[src/rtl/spi_target_pkg.sv]
// spi_target_pkg: constants and types shared by the SPI responder files.
//   SPI_CPOL      : clock idle level for mode 0, used as the SCK synchronizer reset value
//   IDLE_BYTE_DEF : default byte shifted out when no reply is pending
//   state_t       : frame state (IDLE while SS is high, ACTIVE while selected)
package spi_target_pkg;
  localparam logic       SPI_CPOL      = 1'b0;
  localparam logic       SPI_CPHA      = 1'b0;
  localparam logic [7:0] IDLE_BYTE_DEF = 8'hFF;

  typedef enum logic {
    ST_IDLE   = 1'b0,
    ST_ACTIVE = 1'b1
  } state_t;
endpackage

[src/rtl/spi_target_sync_fifo.sv]
// sync_fifo: 8-bit first-word-fall-through FIFO. The head entry is always
// visible on dout_o, and dout_o reads 0 while the FIFO is empty.
//   input_clk, reset : clock, asynchronous active-high reset
//   push_i, din_i    : write request and data. A push while full is accepted
//                      only when a pop in the same cycle frees a slot.
//   pop_i            : remove the head entry. Ignored while empty.
//   dout_o           : head entry
//   full_o, empty_o  : occupancy flags
// DEPTH must be a power of two.
module sync_fifo #(
  parameter int DEPTH = 16
) (
  input  logic       input_clk,
  input  logic       reset,
  input  logic       push_i,
  input  logic [7:0] din_i,
  input  logic       pop_i,
  output logic [7:0] dout_o,
  output logic       full_o,
  output logic       empty_o
);
  localparam int AW = $clog2(DEPTH);
  localparam logic [AW:0] FULL_CNT = DEPTH[AW:0];

  logic [7:0]    mem_q [DEPTH];
  logic [AW-1:0] wr_ptr_q, rd_ptr_q;
  logic [AW:0]   cnt_q;
  logic          do_push, do_pop;

  assign full_o  = (cnt_q == FULL_CNT);
  assign empty_o = (cnt_q == '0);
  assign do_pop  = pop_i & ~empty_o;
  assign do_push = push_i & (~full_o | do_pop);
  assign dout_o  = empty_o ? 8'h00 : mem_q[rd_ptr_q];

  always_ff @(posedge input_clk) begin
    if (do_push) mem_q[wr_ptr_q] <= din_i;
  end

  always_ff @(posedge input_clk or posedge reset) begin
    if (reset) begin
      wr_ptr_q <= '0;
      rd_ptr_q <= '0;
      cnt_q    <= '0;
    end else begin
      if (do_push) wr_ptr_q <= wr_ptr_q + 1'b1;
      if (do_pop)  rd_ptr_q <= rd_ptr_q + 1'b1;
      case ({do_push, do_pop})
        2'b10:   cnt_q <= cnt_q + 1'b1;
        2'b01:   cnt_q <= cnt_q - 1'b1;
        default: cnt_q <= cnt_q;
      endcase
    end
  end
endmodule

[src/rtl/spi_target.sv]
// spi_target: SPI responder (mode 0, MSB first) bridging an external SPI
// host to the CPU bus. SCK/SS/MOSI are oversampled in the input_clk domain.
// Optional build macro: SPI_TARGET_FIFO_EN. When it is defined, RX is a
// FIFO_DEPTH-entry FIFO. When it is undefined, RX is a single holding
// register.
//   spi_sck/spi_ss/spi_mosi : host SPI inputs (SCK idles low, SS active low)
//   spi_miso, spi_miso_oe   : responder data out and its drive enable
//   sys_we, sys_wdata       : load the reply byte
//   sys_rd                  : pop the RX head
//   sys_clr                 : clear rx_overrun and the frame-end flag
//   sys_rdata, rx_valid     : RX head and its valid flag
//   rx_overrun              : sticky, set when a completed byte was dropped
//   tx_empty                : reply register is free
//   frame_active            : synchronized SS is asserted
//   irq                     : rx_valid | frame-end flag
module spi_target
  import spi_target_pkg::*;
#(
  parameter logic [7:0] IDLE_BYTE  = IDLE_BYTE_DEF,
  parameter int         FIFO_DEPTH = 16
) (
  input  logic       input_clk,
  input  logic       reset,
  input  logic       spi_sck,
  input  logic       spi_ss,
  input  logic       spi_mosi,
  output logic       spi_miso,
  output logic       spi_miso_oe,
  input  logic       sys_we,
  input  logic [7:0] sys_wdata,
  input  logic       sys_rd,
  input  logic       sys_clr,
  output logic [7:0] sys_rdata,
  output logic       rx_valid,
  output logic       rx_overrun,
  output logic       tx_empty,
  output logic       frame_active,
  output logic       irq
);
  // Bits [1:0] of each register form the 2-FF synchronizer. Bit 2 is the
  // previous synchronized value, used for edge detection.
  logic [2:0] sck_q, ss_q, mosi_q;
  logic       sck_rise_q, sck_fall_q, ss_fall_q, ss_rise_q;

  always_ff @(posedge input_clk or posedge reset) begin
    if (reset) begin
      sck_q      <= {3{SPI_CPOL}};
      ss_q       <= 3'b111;
      mosi_q     <= 3'b000;
      sck_rise_q <= 1'b0;
      sck_fall_q <= 1'b0;
      ss_fall_q  <= 1'b0;
      ss_rise_q  <= 1'b0;
    end else begin
      sck_q      <= {sck_q[1:0], spi_sck};
      ss_q       <= {ss_q[1:0], spi_ss};
      mosi_q     <= {mosi_q[1:0], spi_mosi};
      sck_rise_q <= sck_q[1] & ~sck_q[2];
      sck_fall_q <= ~sck_q[1] & sck_q[2];
      ss_fall_q  <= ~ss_q[1] & ss_q[2];
      ss_rise_q  <= ss_q[1] & ~ss_q[2];
    end
  end

  // mosi_q[2] lines up with the sample that first showed SCK high.
  state_t     state_q;
  logic [2:0] bit_cnt_q;
  logic [7:0] rx_shift_q, tx_shift_q, push_data_q, reply_q;
  logic       byte_done_q, push_q, miso_oe_q, frame_end_q, reply_full_q;
  logic       tx_load;
  logic [7:0] tx_next, rx_next;

  assign tx_next = reply_full_q ? reply_q : IDLE_BYTE;
  assign rx_next = {rx_shift_q[6:0], mosi_q[2]};
  assign tx_load = ((state_q == ST_IDLE) && ss_fall_q) ||
                   ((state_q == ST_ACTIVE) && !ss_rise_q && sck_fall_q && byte_done_q);

  always_ff @(posedge input_clk or posedge reset) begin
    if (reset) begin
      state_q      <= ST_IDLE;
      bit_cnt_q    <= 3'd0;
      rx_shift_q   <= 8'h00;
      tx_shift_q   <= 8'hFF;
      byte_done_q  <= 1'b0;
      push_q       <= 1'b0;
      push_data_q  <= 8'h00;
      miso_oe_q    <= 1'b0;
      frame_end_q  <= 1'b0;
      reply_q      <= 8'h00;
      reply_full_q <= 1'b0;
    end else begin
      push_q <= 1'b0;
      if (sys_clr) frame_end_q <= 1'b0;
      case (state_q)
        ST_IDLE: begin
          if (ss_fall_q) begin
            state_q     <= ST_ACTIVE;
            bit_cnt_q   <= 3'd0;
            byte_done_q <= 1'b0;
            miso_oe_q   <= 1'b1;
            tx_shift_q  <= tx_next;
          end
        end
        ST_ACTIVE: begin
          if (ss_rise_q) begin
            // Any partial byte is abandoned. The next frame starts at bit 0.
            state_q     <= ST_IDLE;
            bit_cnt_q   <= 3'd0;
            byte_done_q <= 1'b0;
            miso_oe_q   <= 1'b0;
            frame_end_q <= 1'b1;
          end else begin
            if (sck_rise_q) begin
              rx_shift_q <= rx_next;
              bit_cnt_q  <= bit_cnt_q + 3'd1;
              if (bit_cnt_q == 3'd7) begin
                push_q      <= 1'b1;
                push_data_q <= rx_next;
                byte_done_q <= 1'b1;
              end
            end
            if (sck_fall_q) begin
              if (byte_done_q) begin
                tx_shift_q  <= tx_next;
                byte_done_q <= 1'b0;
              end else begin
                tx_shift_q <= {tx_shift_q[6:0], 1'b1};
              end
            end
          end
        end
        default: state_q <= ST_IDLE;
      endcase
      // A write in the same cycle as a load leaves the new byte pending.
      if (tx_load) reply_full_q <= 1'b0;
      if (sys_we) begin
        reply_q      <= sys_wdata;
        reply_full_q <= 1'b1;
      end
    end
  end

  // RX storage
  logic rx_pop, rx_drop;
  assign rx_pop = sys_rd & rx_valid;

`ifdef SPI_TARGET_FIFO_EN
  logic fifo_full, fifo_empty;

  sync_fifo #(.DEPTH(FIFO_DEPTH)) u_rx_fifo (
    .input_clk (input_clk),
    .reset     (reset),
    .push_i    (push_q),
    .din_i     (push_data_q),
    .pop_i     (rx_pop),
    .dout_o    (sys_rdata),
    .full_o    (fifo_full),
    .empty_o   (fifo_empty)
  );

  assign rx_valid = ~fifo_empty;
  assign rx_drop  = push_q & fifo_full & ~rx_pop;
`else
  logic [7:0] rx_data_q;
  logic       rx_valid_q;

  always_ff @(posedge input_clk or posedge reset) begin
    if (reset) begin
      rx_data_q  <= 8'h00;
      rx_valid_q <= 1'b0;
    end else if (push_q && (!rx_valid_q || rx_pop)) begin
      rx_data_q  <= push_data_q;
      rx_valid_q <= 1'b1;
    end else if (rx_pop) begin
      rx_valid_q <= 1'b0;
    end
  end

  assign sys_rdata = rx_data_q;
  assign rx_valid  = rx_valid_q;
  assign rx_drop   = push_q & rx_valid_q & ~rx_pop;
`endif

  logic overrun_q;
  always_ff @(posedge input_clk or posedge reset) begin
    if (reset)        overrun_q <= 1'b0;
    else if (rx_drop) overrun_q <= 1'b1;
    else if (sys_clr) overrun_q <= 1'b0;
  end

  assign spi_miso     = tx_shift_q[7];
  assign spi_miso_oe  = miso_oe_q;
  assign rx_overrun   = overrun_q;
  assign tx_empty     = ~reply_full_q;
  assign frame_active = ~ss_q[1];
  assign irq          = rx_valid | frame_end_q;
endmodule

[config.mk]
export PLATFORM = sky130hd
export DESIGN_NAME = spi_target
export DESIGN_NICKNAME = d
export VERILOG_FILES = /design/src/rtl/spi_target_pkg.sv /design/src/rtl/spi_target_sync_fifo.sv /design/src/rtl/spi_target.sv
export SDC_FILE = /design/constraint.sdc
export NUM_CORES = 1
export LEC_CHECK = 0
export CAP_MARGIN = 20
export CORE_ASPECT_RATIO = 1.1
export CORE_UTILIZATION = 26
export DETAILED_ROUTE_END_ITERATION = 7
export SYNTH_ARGS = -nofsm -noshare
export SYNTH_HDL_FRONTEND = slang
export SYNTH_SLANG_ARGS = --single-unit
[constraint.sdc]
create_clock -name input_clk -period 5.05 [get_ports input_clk]
set_input_delay 1.01 -clock input_clk [delete_from_list [all_inputs] [get_ports input_clk]]
set_output_delay 1.01 -clock input_clk [all_outputs]
set_load 0.005 [all_outputs]
### Word level (Yosys, flattened, before mapping)

Cells that the tools add are included.

| storage, ports and cells | value |
|---|---|
| output and inout bits | 15 |
| register bits after elaboration | 63 |
| input bits | 16 |

| operators by class | value |
|---|---|
| reduce and logical (&&, ||, !) cells | 17 |
| add/sub/neg operators | 1 |
| muxes and demuxes | 36 |
| eq/ne operators | 6 |
| bitwise logic cells | 16 |

Operators with widths:

| cell | count |
|---|---|
| 8-bit two-way mux | 5 |
| 1-bit two-way mux | 23 |
| 8-bit one-hot mux with 2 select lines | 1 |
| 3-bit two-way mux | 3 |
| 2-bit != test, second input constant | 4 |
| 1-bit NOT | 8 |
| 1-bit AND | 7 |
| 1-bit one-hot mux with 2 select lines | 3 |
| 3-bit one-hot mux with 2 select lines | 1 |
| 3-bit AND reduction | 2 |
| 2-bit nonzero test | 3 |
| 1-bit logical AND | 5 |
| 2-bit AND reduction | 2 |
| 4-bit AND reduction | 1 |
| 3-bit by 1-bit adder with 3-bit output, second input constant | 1 |
| 3-bit equality test, second input constant | 1 |
| 3-bit != test, second input constant | 1 |
| 1-bit logical NOT | 2 |
| 1-bit logical OR | 2 |
| 1-bit bitwise OR | 1 |

### Logic depth before layout (Yosys ltp)

Gate-level depths: netlist (run 1).

| depth | value |
|---|---|
| depth after elaboration | 7 |
| depth in mapped cells | 5 |
| mapped depth without buffers | 5 |

### Worst setup path before layout (run 1)

OpenSTA, ideal clock, no wires.

| path | value |
|---|---|
| path type | input-to-reg |
| start point | in sys_rd |
| end point | reg rx_data_q[0], in the netlist sys_rdata[0] |
| stages on the path | 3 |
| path buffers | 0 |
| setup slack | 3.195 ns |
| arrival time | 1.730 ns |
| path through | nand2b_1 > nand2_1 > mux2_2 |

| between the ends | value |
|---|---|
| word-level cells in the longest chain between the ends | 3 |

RTL lines:

| item | RTL line | text |
|---|---|---|
| start: declaration | spi_target.sv:31 | `input logic sys_rd,` |
| 1-bit AND | spi_target.sv:145 | `assign rx_pop = sys_rd & rx_valid;` |
| 1-bit logical OR | spi_target.sv:171 | `end else if (push_q && (!rx_valid_q \|\| rx_pop)) begin` |
| 1-bit logical AND | spi_target.sv:171 |  |
| end signal: assignment | spi_target.sv:172 | `rx_data_q <= push_data_q;` |
| end: declaration | spi_target.sv:164 | `logic [7:0] rx_data_q;` |

Every way passes these cells.
A chain may end at the register's enable or synchronous reset.

### Worst setup path in the final report (run 1)

| path | value |
|---|---|
| start point | in rx_valid |
| end point | out irq |

| between the ends | value |
|---|---|
| word-level cells in the longest chain between the ends | 1 |

RTL lines:

| item | RTL line | text |
|---|---|---|
| start: declaration | spi_target.sv:34 | `output logic rx_valid,` |
| 1-bit bitwise OR | spi_target.sv:196 | `assign irq = rx_valid \| frame_end_q;` |
| end: declaration | spi_target.sv:38 | `output logic irq` |

Every way passes these cells.

==> metrics.md, run 1 <==
| Metric | Value |
|---|---|
| Clock latency on the worst-skew pair | `between 0.3 and 0.4 ns` |
| Total Neg Setup Slack | `0 ns` |
| Max stage delay on crit path | `between 0.4 and 0.5 ns` |
| Ports | `31` |
| Nets | `224` |
| Vias in the first global route | `roughly 1500` |
| Worst VDD drop | `between 0.1 and 0.15 mV` |
| Drt initial violations | `36` |
| Final Hold Fails | `0` |
| ANT cells | `0` |
| Share of layout cells above drive strength 1 | `about two fifths` |
| Final Hold Slack | `about 0.35 ns` |
| Placement-stage cell area | `between 2000 and 3000 sq um` |
| Final setup vio count | `0` |
| Final WL | `around 4200 microns` |
| Area delta synth->final | `23.8%` |
| FF+latch count, synth | `63` |
| Delay-heaviest family, CP | `buffers and inverters` |
| Cell taking the most area after synthesis | `dfrtp_1` |
| Least-Margin Pin Slew | `between 0.6 and 0.7 ns` |
| Post-CTS Setup Bufs | `0` |
| Multi-input combinational cell area | `between 900 and 1000 sq um` |
| Post-Synthesis Cells | `between 150 and 200` |
| Final HPWL from detailed placement | `between 2000 and 3000 microns` |
| Worst EP required | `slightly above 4 ns` |
| Crit path time final | `around 2.5 ns` |
| Critical Path, Cell by Cell | `or2_2, clkdlybuf4s50_1` |
| Rows | `37` |
| Power density cells | `393 nW/um^2` |
| Final ANT Viol Nets | `0` |
| Die Y | `106 microns` |
| Critical path endpoint category | `primary output` |
| Fin crit share | `around half` |
| Distinct cells, synth | `30` |
| Num CTS Buffers | `9` |
| First-pass DRT Iterations | `3` |
| Syn nets | `roughly 190` |
| Core box area | `around 9400 sq um` |
| Pins over their slew limit | `0` |
| CTS Hold Buffers Added | `0` |
| Leakage | `between 1 and 1.5 nW` |
| CP max stage cell | `clkdlybuf4s50_1` |
| WP buf/inv | `1` |
| Outcome | `complete, no violations` |
| H-tree levels | `3` |
| Most frequent cells in the layout | `52 x dfrtp_1, 32 x mux2_2, 30 x clkdlybuf4s50_1` |
| Max-slew headroom | `58.4%` |
| TritonCTS clock tree | `yes` |
| Synth top area share | `between 50 and 60%` |
| # port buffers | `30` |
| Layout fillers | `between 900 and 1000` |
| Largest cells by area after synthesis | `dfrtp_1 51%, mux2_2 14%, dfstp_2 11%` |
| YS warnings | `0` |
| Layout Skew | `around 0.0059 ns` |
| Total Die Area | `10200 sq um` |
| Synth Cell Area | `2550 sq um` |
| Residual DRC | `0` |
| FMAX | `between 0.4 and 0.5 GHz` |
| Placer Congestion | `just under 0.7` |
| Register area | `1590 sq um` |
| Post-DR wirelength/cell | `12.7 microns` |
| GRT Overall Usage | `9.82%` |
| First-pass GRT wire length | `around 7300 microns` |
| CTS max path bufs | `2` |
| Sink Count | `between 60 and 70` |
| Sequential area share after synthesis | `roughly 62%` |
| Fin area | `~3200 sq um` |
| Initial core utilization | `a little over a quarter` |
| Min-delay worst type | `reg2reg` |
| Grt ovf | `0` |
| Via count | `between 1000 and 1500` |
| Clock root cell | `clkbuf_8` |
| Worst Path Max Fanout | `3` |
| Final Total Pwr | `about 1.2 mW` |
| Max Cap Viol | `0` |
| CP startpoint kind | `register` |
| Critical path arrival | `1.49 ns` |
| Commonest non-fill, non-tap cell in the layout | `dfrtp_1` |
| CTS clk-pin slew, worst paths | `about 0.07 ns` |
| Cts repair resizes | `0` |
| Die Wd | `96.5 microns` |
| Syn_area_per_cell | `roughly 15 sq um` |
| Final Non-Filler Cells | `approximately 330` |
| Largest net degree at the start of global routing | `35` |
| CP Class | `reg2out` |
| Vias per inst | `around 4.1` |
| Placed cells | `312` |
| Initial antenna violation count | `0` |
| RSZ-0062 raised after global routing | `no` |
[worst reg2reg max path: stages (launching register included)]
cell	delay, ns
dfrtp_1	0.55
and2b_1	0.26
nand3_2	0.15
inv_2	0.20
mux2_2	0.36
[cell type report]
cell class	count	share of cell area, %
Sequential cell	63	50.3
Clock buffer	10	4.35
Timing Repair Buffer	31	9.73
Tap cell	117	4.63
Clock inverter	6	1.42
Inverter	9	1.07
Multi-Input combinational cell	92	28.5
[Yosys cell counts, drive strengths merged]
cell / count
a31o: 1
and2b: 1
buf: 2
clkbuf: 2
dfrtp: 52
dfstp: 11
ha: 2
inv: 9
mux2: 46
mux2i: 2
nand2: 8
nand2b: 4
nand3: 2
nand3b: 1
nor2: 3
nor2b: 3
o211ai: 1
o21ai: 5
o221a: 1
o22ai: 2
or2: 1
or2b: 7
xnor2: 1
xor2: 1
[per-layer routing]
layer,global-route usage (%),share of wire [%],vias up
li1,-,-,640
met1,12.1,46,677
met2,14.5,48,30
met3,5.15,5.8,6
met4,3.47,0.79,0
met5,0,0,-
[path summary, 6_finish.rpt]
path,endpoint,startpoint,cells past startpoint,slack [ns]
worst max-delay path,irq,rx_valid,2,2.55
worst min-delay path,mosi_q[1],mosi_q[0],0,0.35
worst max register to register,push_data_q[7],state_q,4,3.41
worst min register to register,mosi_q[1],mosi_q[0],0,0.35
max in group asynchronous,ss_q[1],reset,3,3.09
min in group asynchronous,reply_q[2],reset,2,1.07
[kinds of logic after synthesis]
kind of cell / count (synthesis) / share of synthesized area (%)
multiplexers: 48 / 23.1
adder cells (fa/ha/maj): 2 / 0.979
AO/OA/AOI/OAI: 10 / 2.99
XOR/XNOR: 2 / 0.686
buffers and inverters: 13 / 2.50
AND/OR/NAND/NOR: 30 / 7.49
flip-flops: 63 / 62.2
[through the flow]
stage	util [%]	setup slack, ns
2_1_floorplan	-	2.49
3_3_place_gp	31.5	2.67
3_5_place_dp	31.5	2.65
4_1_cts	33.5	2.51
5_1_grt	33.5	2.47
6_report	33.5	2.55
[registers in the layout, indices dropped and copies added (netlist names), 3 cells and up]
signal and cells:
sck_q 3, tx_shift_q 8, sys_rdata 8, push_data_q 8
ss_q 3, reply_q 8, bit_cnt_q 3, mosi_q 3
rx_shift_q 7
[power breakdown]
group,leakage (nW),switching (mW),internal [mW]
Clock,0.0849,0.197,0.192
Combinational,0.579,0.0644,0.139
Sequential,0.787,0.0496,0.601
No activity file was read; power rests on OpenSTA's default activity.
==> inputs of run 2 (changes only) <==
==> constraint.sdc (replaced) <==
create_clock -name input_clk -period 2.14 [get_ports input_clk]
set_input_delay 0.428 -clock input_clk [delete_from_list [all_inputs] [get_ports input_clk]]
set_output_delay 0.428 -clock input_clk [all_outputs]
set_load 0.005 [all_outputs]
==> run 2 against run 1 <==
Against the previous run:
- wire length rose by 2.9%
- cell count did not move
- count of clock-buffer cells in the layout rose by 1
- critical endpoint unchanged
- non-clock buffer count did not move
- global-route usage rose by 0.084 points
- highest routed layer unchanged
==> metrics.md, run 2 (synthesized netlist as in run 1, its figures left out) <==
| Metric | Value |
|---|---|
| Commonest non-fill, non-tap cell in the layout | `dfrtp_1` |
| CP Class | `reg2out` |
| R2r setup slk | `0.52 ns (-2.89 ns)` |
| Outcome | `complete, no violations` |
| Total Neg Setup Slack | `0 ns (unchanged)` |
| Least-Margin Pin Slew | `0.438 ns (-0.186 ns)` |
| Die Y | `106 microns (unchanged)` |
| CTS Hold Buffers Added | `0 (unchanged)` |
| Initial core utilization | `27.1% (unchanged)` |
| Vias in the first global route | `1485 (-1.9%)` |
| Worst EP required | `1.71 ns (-2.33 ns)` |
| Area delta synth->final | `23.9%` |
| Final Total Pwr | `2.94 mW (+140%)` |
| Final Non-Filler Cells | `328 (unchanged)` |
| CP max stage cell | `clkdlybuf4s50_1` |
| First-pass DRT Iterations | `4 (+1)` |
| Final ANT Viol Nets | `0 (unchanged)` |
| Core box area | `9440 sq um (unchanged)` |
| Final Hold Fails | `0 (unchanged)` |
| RSZ-0062 raised after global routing | `no` |
| Share of layout cells above drive strength 1 | `39.3% (-0.47 points)` |
| Post-CTS Setup Bufs | `0 (unchanged)` |
| Fin crit share | `about 90%` |
| Final HPWL from detailed placement | `2660 microns (-5.0%)` |
| CTS max path bufs | `2 (unchanged)` |
| Delay-heaviest family, CP | `buffers and inverters` |
| Grt ovf | `0 (unchanged)` |
| ANT cells | `0 (unchanged)` |
| Num CTS Buffers | `9 (unchanged)` |
| Total Die Area | `10200 sq um (unchanged)` |
| Cts repair resizes | `0 (unchanged)` |
| Hold Path Depth | `0 (unchanged)` |
| Most frequent cells in the layout | `52 x dfrtp_1, 32 x mux2_2, 30 x clkdlybuf4s50_1` |
| R2R Path Start | `state_q` |
| Nets | `224 (unchanged)` |
| Worst Path Max Fanout | `3 (unchanged)` |
| Initial antenna violation count | `0 (unchanged)` |
| Critical Path, Cell by Cell | `or2_2, clkdlybuf4s50_1` |
| FMAX | `0.522 GHz` |
| Pins over their slew limit | `0 (unchanged)` |
| Worst VDD drop | `0.316 mV (+130%)` |
| Start point of the critical path | `rx_valid` |
| TritonCTS clock tree | `yes` |
| Via count | `1375 (+1.6%)` |
| Final WL | `4290 microns (+2.9%)` |
| Critical path endpoint category | `primary output` |
| First-pass GRT wire length | `7510 microns (+2.4%)` |
| Leakage | `1.46 nW (+0.34%)` |
| Drt initial violations | `35 (-2.8%)` |
| Sink Count | `63 (unchanged)` |
| Max stage delay on crit path | `0.45 ns (about the same)` |
| Layout Skew | `0.00705 ns (+0.00117 ns)` |
| CP startpoint kind | `register` |
| Layout fillers | `955 (-1.0%)` |
| Post-DR wirelength/cell | `13.1 microns (+2.9%)` |
| # port buffers | `30 (unchanged)` |
| WP buf/inv | `1 (unchanged)` |
| Min-delay worst type | `reg2reg` |
| Reg2reg end | `push_data_q[2]` |
| Final Hold Slack | `0.352 ns (+0.00347 ns)` |
| Clock latency on the worst-skew pair | `0.34 ns (about the same)` |
| Clock root cell | `clkbuf_8` |
| Rows | `37 (unchanged)` |
| Max-slew headroom | `70.7% (+12 points)` |
| Die Wd | `96.5 microns (unchanged)` |
| CTS clk-pin slew, worst paths | `0.07 ns (about the same)` |
| Final setup vio count | `0 (unchanged)` |
| Power density cells | `928 nW/um^2 (+140%)` |
| Max Cap Viol | `0 (unchanged)` |
| Critical path arrival | `1.49 ns (about the same)` |
| Hold Path End | `mosi_q[1]` |
| Placer Congestion | `0.702 (+2.0%)` |
| H-tree levels | `3 (unchanged)` |
| Largest net degree at the start of global routing | `64 (+83%)` |
| Reg2reg path depth | `4 (unchanged)` |
| GRT Overall Usage | `9.90% (+0.084 points)` |
| Vias per inst | `4.19 (+1.6%)` |
| Worst Hold Launch | `mosi_q[0]` |
| Residual DRC | `0 (unchanged)` |
| Ports | `31 (unchanged)` |
| Crit path time final | `between 1.5 and 2 ns` |
| Placed cells | `312 (unchanged)` |
run 2: cell types whose count changed in the layout (fill, tap and decap cells not counted):
cell,previous run,this run
clkinv_2,1,2
buf_12,0,1
buf_4,1,0
clkbuf_1,0,1
clkinvlp_4,3,2
inv_6,1,0
run 2: how the worst max path moves through the flow:
stage / to / slack (ns) / cells after the start
floorplan: bit_cnt_q[0] / 0.16 / 1
global placement: sys_rdata[7] / 0.34 / 4
detailed placement: sys_rdata[0] / 0.31 / 4
CTS: irq / 0.19 / 2
global route: irq / 0.16 / 2
finish: irq / 0.23 / 2
run 2: cell type report:
type                       count  area, sq um  area share [%]
multi-input combinational     92          901            28.4
timing repair buffer          31          320            10.1
clock buffer                  11          141            4.46
inverter                       9         33.8            1.07
clock inverter                 5         33.8            1.07
tap                          117          146            4.62
sequential                    63         1590            50.2
run 2: where the power goes:
part | switching (mW) | total (mW) | internal [mW]
combinational | 0.153 | 0.483 | 0.330
clock | 0.467 | 0.916 | 0.450
sequential | 0.120 | 1.54 | 1.42
run 2: stage by stage:
stage	util, %	area (sq um)	setup slack (ns)
2_1_floorplan	-	2550	0.160
3_3_place_gp	31.7	2990	0.340
3_5_place_dp	31.7	2990	0.312
4_1_cts	33.5	3170	0.188
5_1_grt	33.5	3170	0.164
6_report	33.5	3170	0.225
run 2: worst reg2reg max path, cell delays in order, from the launching register on:
cell	delay [ns]
dfrtp_1	0.56
and2b_1	0.26
nand3_2	0.14
inv_2	0.19
mux2_2	0.36
run 2: metal layers:
metal	global-route usage, %	wire [microns]	up-vias
met5	0	0	-
met4	4.10	46	0
met3	4.36	217	7
met2	14.0	1960	32
met1	13.0	2060	688
li1	-	-	648
==> inputs of run 3 (changes only) <==
--- a/config.mk
+++ b/config.mk
@@ -6,7 +6,6 @@
 export NUM_CORES = 1
 export LEC_CHECK = 0
 export CAP_MARGIN = 20
-export CORE_ASPECT_RATIO = 1.1
 export CORE_UTILIZATION = 26
 export DETAILED_ROUTE_END_ITERATION = 7
 export SYNTH_ARGS = -nofsm -noshare
==> run 3 against run 2 <==
Against the previous run:
- critical path depth unchanged
- first-iteration DRC count increased to 3.0 times the previous value
- die area about the same
- utilization increased by 0.87 points
- design area increased by 1.8%
- non-clock buffer count increased by 1
- highest routed layer unchanged
- largest power group unchanged
- setup slack improved by 0.040 ns
- largest cell class unchanged
==> metrics.md, run 3 (synthesized netlist as in run 1, its figures left out) <==
| Metric | Value |
|---|---|
| Outcome | `complete, no violations` |
| Final ANT Viol Nets | `0 (unchanged)` |
| Layout fillers | `939 (-1.7%)` |
| Most frequent cells in the layout | `52 x dfrtp_1, 32 x mux2_2, 30 x clkdlybuf4s50_1` |
| ANT cells | `0 (unchanged)` |
| R2r setup slk | `0.50 ns (-0.02 ns)` |
| Cts repair resizes | `0 (unchanged)` |
| Grt ovf | `0 (unchanged)` |
| Worst Hold Launch | `mosi_q[0]` |
| Start point of the critical path | `rx_valid` |
| Total Neg Setup Slack | `0 ns (unchanged)` |
| Ports | `31 (unchanged)` |
| CP Class | `reg2out` |
| Fin crit share | `87.6% (-1.9 points)` |
| Post-DR wirelength/cell | `11.6 microns (-12%)` |
| Vias in the first global route | `1429 (-3.8%)` |
| H-tree levels | `3 (unchanged)` |
| Share of layout cells above drive strength 1 | `39.2% (-0.19 points)` |
| Placement Setup Slack | `0.321 ns (+0.00936 ns)` |
| Vias per inst | `3.96 (-5.5%)` |
| Leakage | `1.48 nW (+1.5%)` |
| Critical path endpoint category | `primary output` |
| # port buffers | `30 (unchanged)` |
| Min-delay worst type | `reg2reg` |
| Total Die Area | `10200 sq um (about the same)` |
| Post-CTS Setup Bufs | `0 (unchanged)` |
| Placer Congestion | `0.738 (+5.2%)` |
| FMAX | `0.533 GHz (+2.1%)` |
| Layout Skew | `0.00963 ns (+0.00258 ns)` |
| Final Hold Fails | `0 (unchanged)` |
| TritonCTS clock tree | `yes` |
| First-pass DRT Iterations | `3 (-1)` |
| Commonest non-fill, non-tap cell in the layout | `dfrtp_1` |
| Worst EP required | `1.71 ns (about the same)` |
| Sink Count | `63 (unchanged)` |
| RSZ-0062 raised after global routing | `no` |
| Final WL | `3940 microns (-8.2%)` |
| Clock latency on the worst-skew pair | `0.32 ns (-0.02 ns)` |
| Clock root cell | `clkbuf_8` |
| R2R Path Start | `state_q` |
| Hold Path End | `mosi_q[1]` |
| CTS clk-pin slew, worst paths | `0.07 ns (about the same)` |
| GRT Overall Usage | `8.97% (-0.94 points)` |
| Least-Margin Pin Slew | `0.462 ns (+0.0242 ns)` |
| Power density cells | `953 nW/um^2 (+2.7%)` |
| Rows | `35 (-5.4%)` |
| Nets | `225 (+0.45%)` |
| CTS max path bufs | `2 (unchanged)` |
| Critical path arrival | `1.45 ns (-0.04 ns)` |
| Die Y | `101 microns (-4.6%)` |
| Die Wd | `101 microns (+4.8%)` |
| Core box area | `9370 sq um (-0.77%)` |
| Num CTS Buffers | `9 (unchanged)` |
| Initial antenna violation count | `0 (unchanged)` |
| Residual DRC | `0 (unchanged)` |
| Via count | `1351 (-1.7%)` |
| Drt initial violations | `105 (+200%)` |
| Final HPWL from detailed placement | `2730 microns (+2.8%)` |
| Worst Path Max Fanout | `3 (unchanged)` |
| Worst VDD drop | `0.347 mV (+9.6%)` |
| Fin worst setup slack | `0.265 ns (+0.0398 ns)` |
| Area delta synth->final | `26.2%` |
| Max Cap Viol | `0 (unchanged)` |
| Crit path time final | `1.87 ns (-0.0398 ns)` |
| CTS Hold Buffers Added | `0 (unchanged)` |
| Hold Path Depth | `0 (unchanged)` |
| Final setup vio count | `0 (unchanged)` |
| First-pass GRT wire length | `6930 microns (-7.8%)` |
| Max-slew headroom | `69.2% (-1.6 points)` |
| Initial core utilization | `27.3% (+0.21 points)` |
| Reg2reg path depth | `4 (unchanged)` |
| Largest net degree at the start of global routing | `34 (-47%)` |
| CP startpoint kind | `register` |
| Pins over their slew limit | `0 (unchanged)` |
| Reg2reg end | `push_data_q[7]` |
==> run 3: cell count changes in the layout (fill, tap and decap cells not counted) <==
cell,change
clkinv_2,-2
clkinv_4,-1
clkinvlp_4,-1
clkbuf_8,+2
buf_4,+1
clkbuf_1,+1
bufinv_16,+1
==> run 3: worst max path at each step <==
stage	end	slack [ns]	depth (start not counted)
6_report	irq	0.27	2
5_1_grt	irq	0.20	2
4_1_cts	irq	0.24	2
3_5_place_dp	sys_rdata[0]	0.32	4
3_3_place_gp	sys_rdata[1]	0.33	4
2_1_floorplan	bit_cnt_q[0]	0.16	1
==> run 3: critical path: stages, from the launching register on <==
cell,delay (ns)
dfrtp_1,0.39
or2_2,0.29
clkdlybuf4s50_1,0.44
==> run 3: cell type report <==
type	count	area, sq um	area share (%)
sequential	63	1590	49.3
multi-input combinational	92	901	27.9
timing repair buffer	32	328	10.2
clock buffer	14	173	5.36
tap	129	161	5.01
clock inverter	2	37.5	1.16
inverter	9	33.8	1.05
==> run 3: metal layers <==
metal	part of all wire [%]	wire length [microns]	track usage [%]	vias up
met2	46	1810	12.6	19
met3	4.0	158	3.11	4
li1	-	-	-	653
met5	0	0	0	-
met1	48	1900	12.1	675
met4	1.9	74	5.02	0
==> run 3: stage by stage <==
step | cell area (sq um) | hold slack, ns | std cells | utilization [%] | total power, mW
2_1_floorplan | 2550 | 0.331 | 168 | - | 1.92
3_3_place_gp | 3010 | 0.332 | 325 | 32.2 | 2.03
3_5_place_dp | 3010 | 0.338 | 325 | 32.2 | 2.05
4_1_cts | 3220 | 0.353 | 341 | 34.4 | 3.13
5_1_grt | 3220 | 0.360 | 341 | 34.4 | 3.25
6_report | 3220 | 0.350 | 341 | 34.4 | 3.07
==> run 3: power by group <==
group / leakage (nW) / internal (mW) / switching (mW) / total [mW]
Sequential: 0.787 / 1.42 / 0.118 / 1.54
Combinational: 0.589 / 0.331 / 0.149 / 0.480
Clock: 0.103 / 0.635 / 0.421 / 1.06
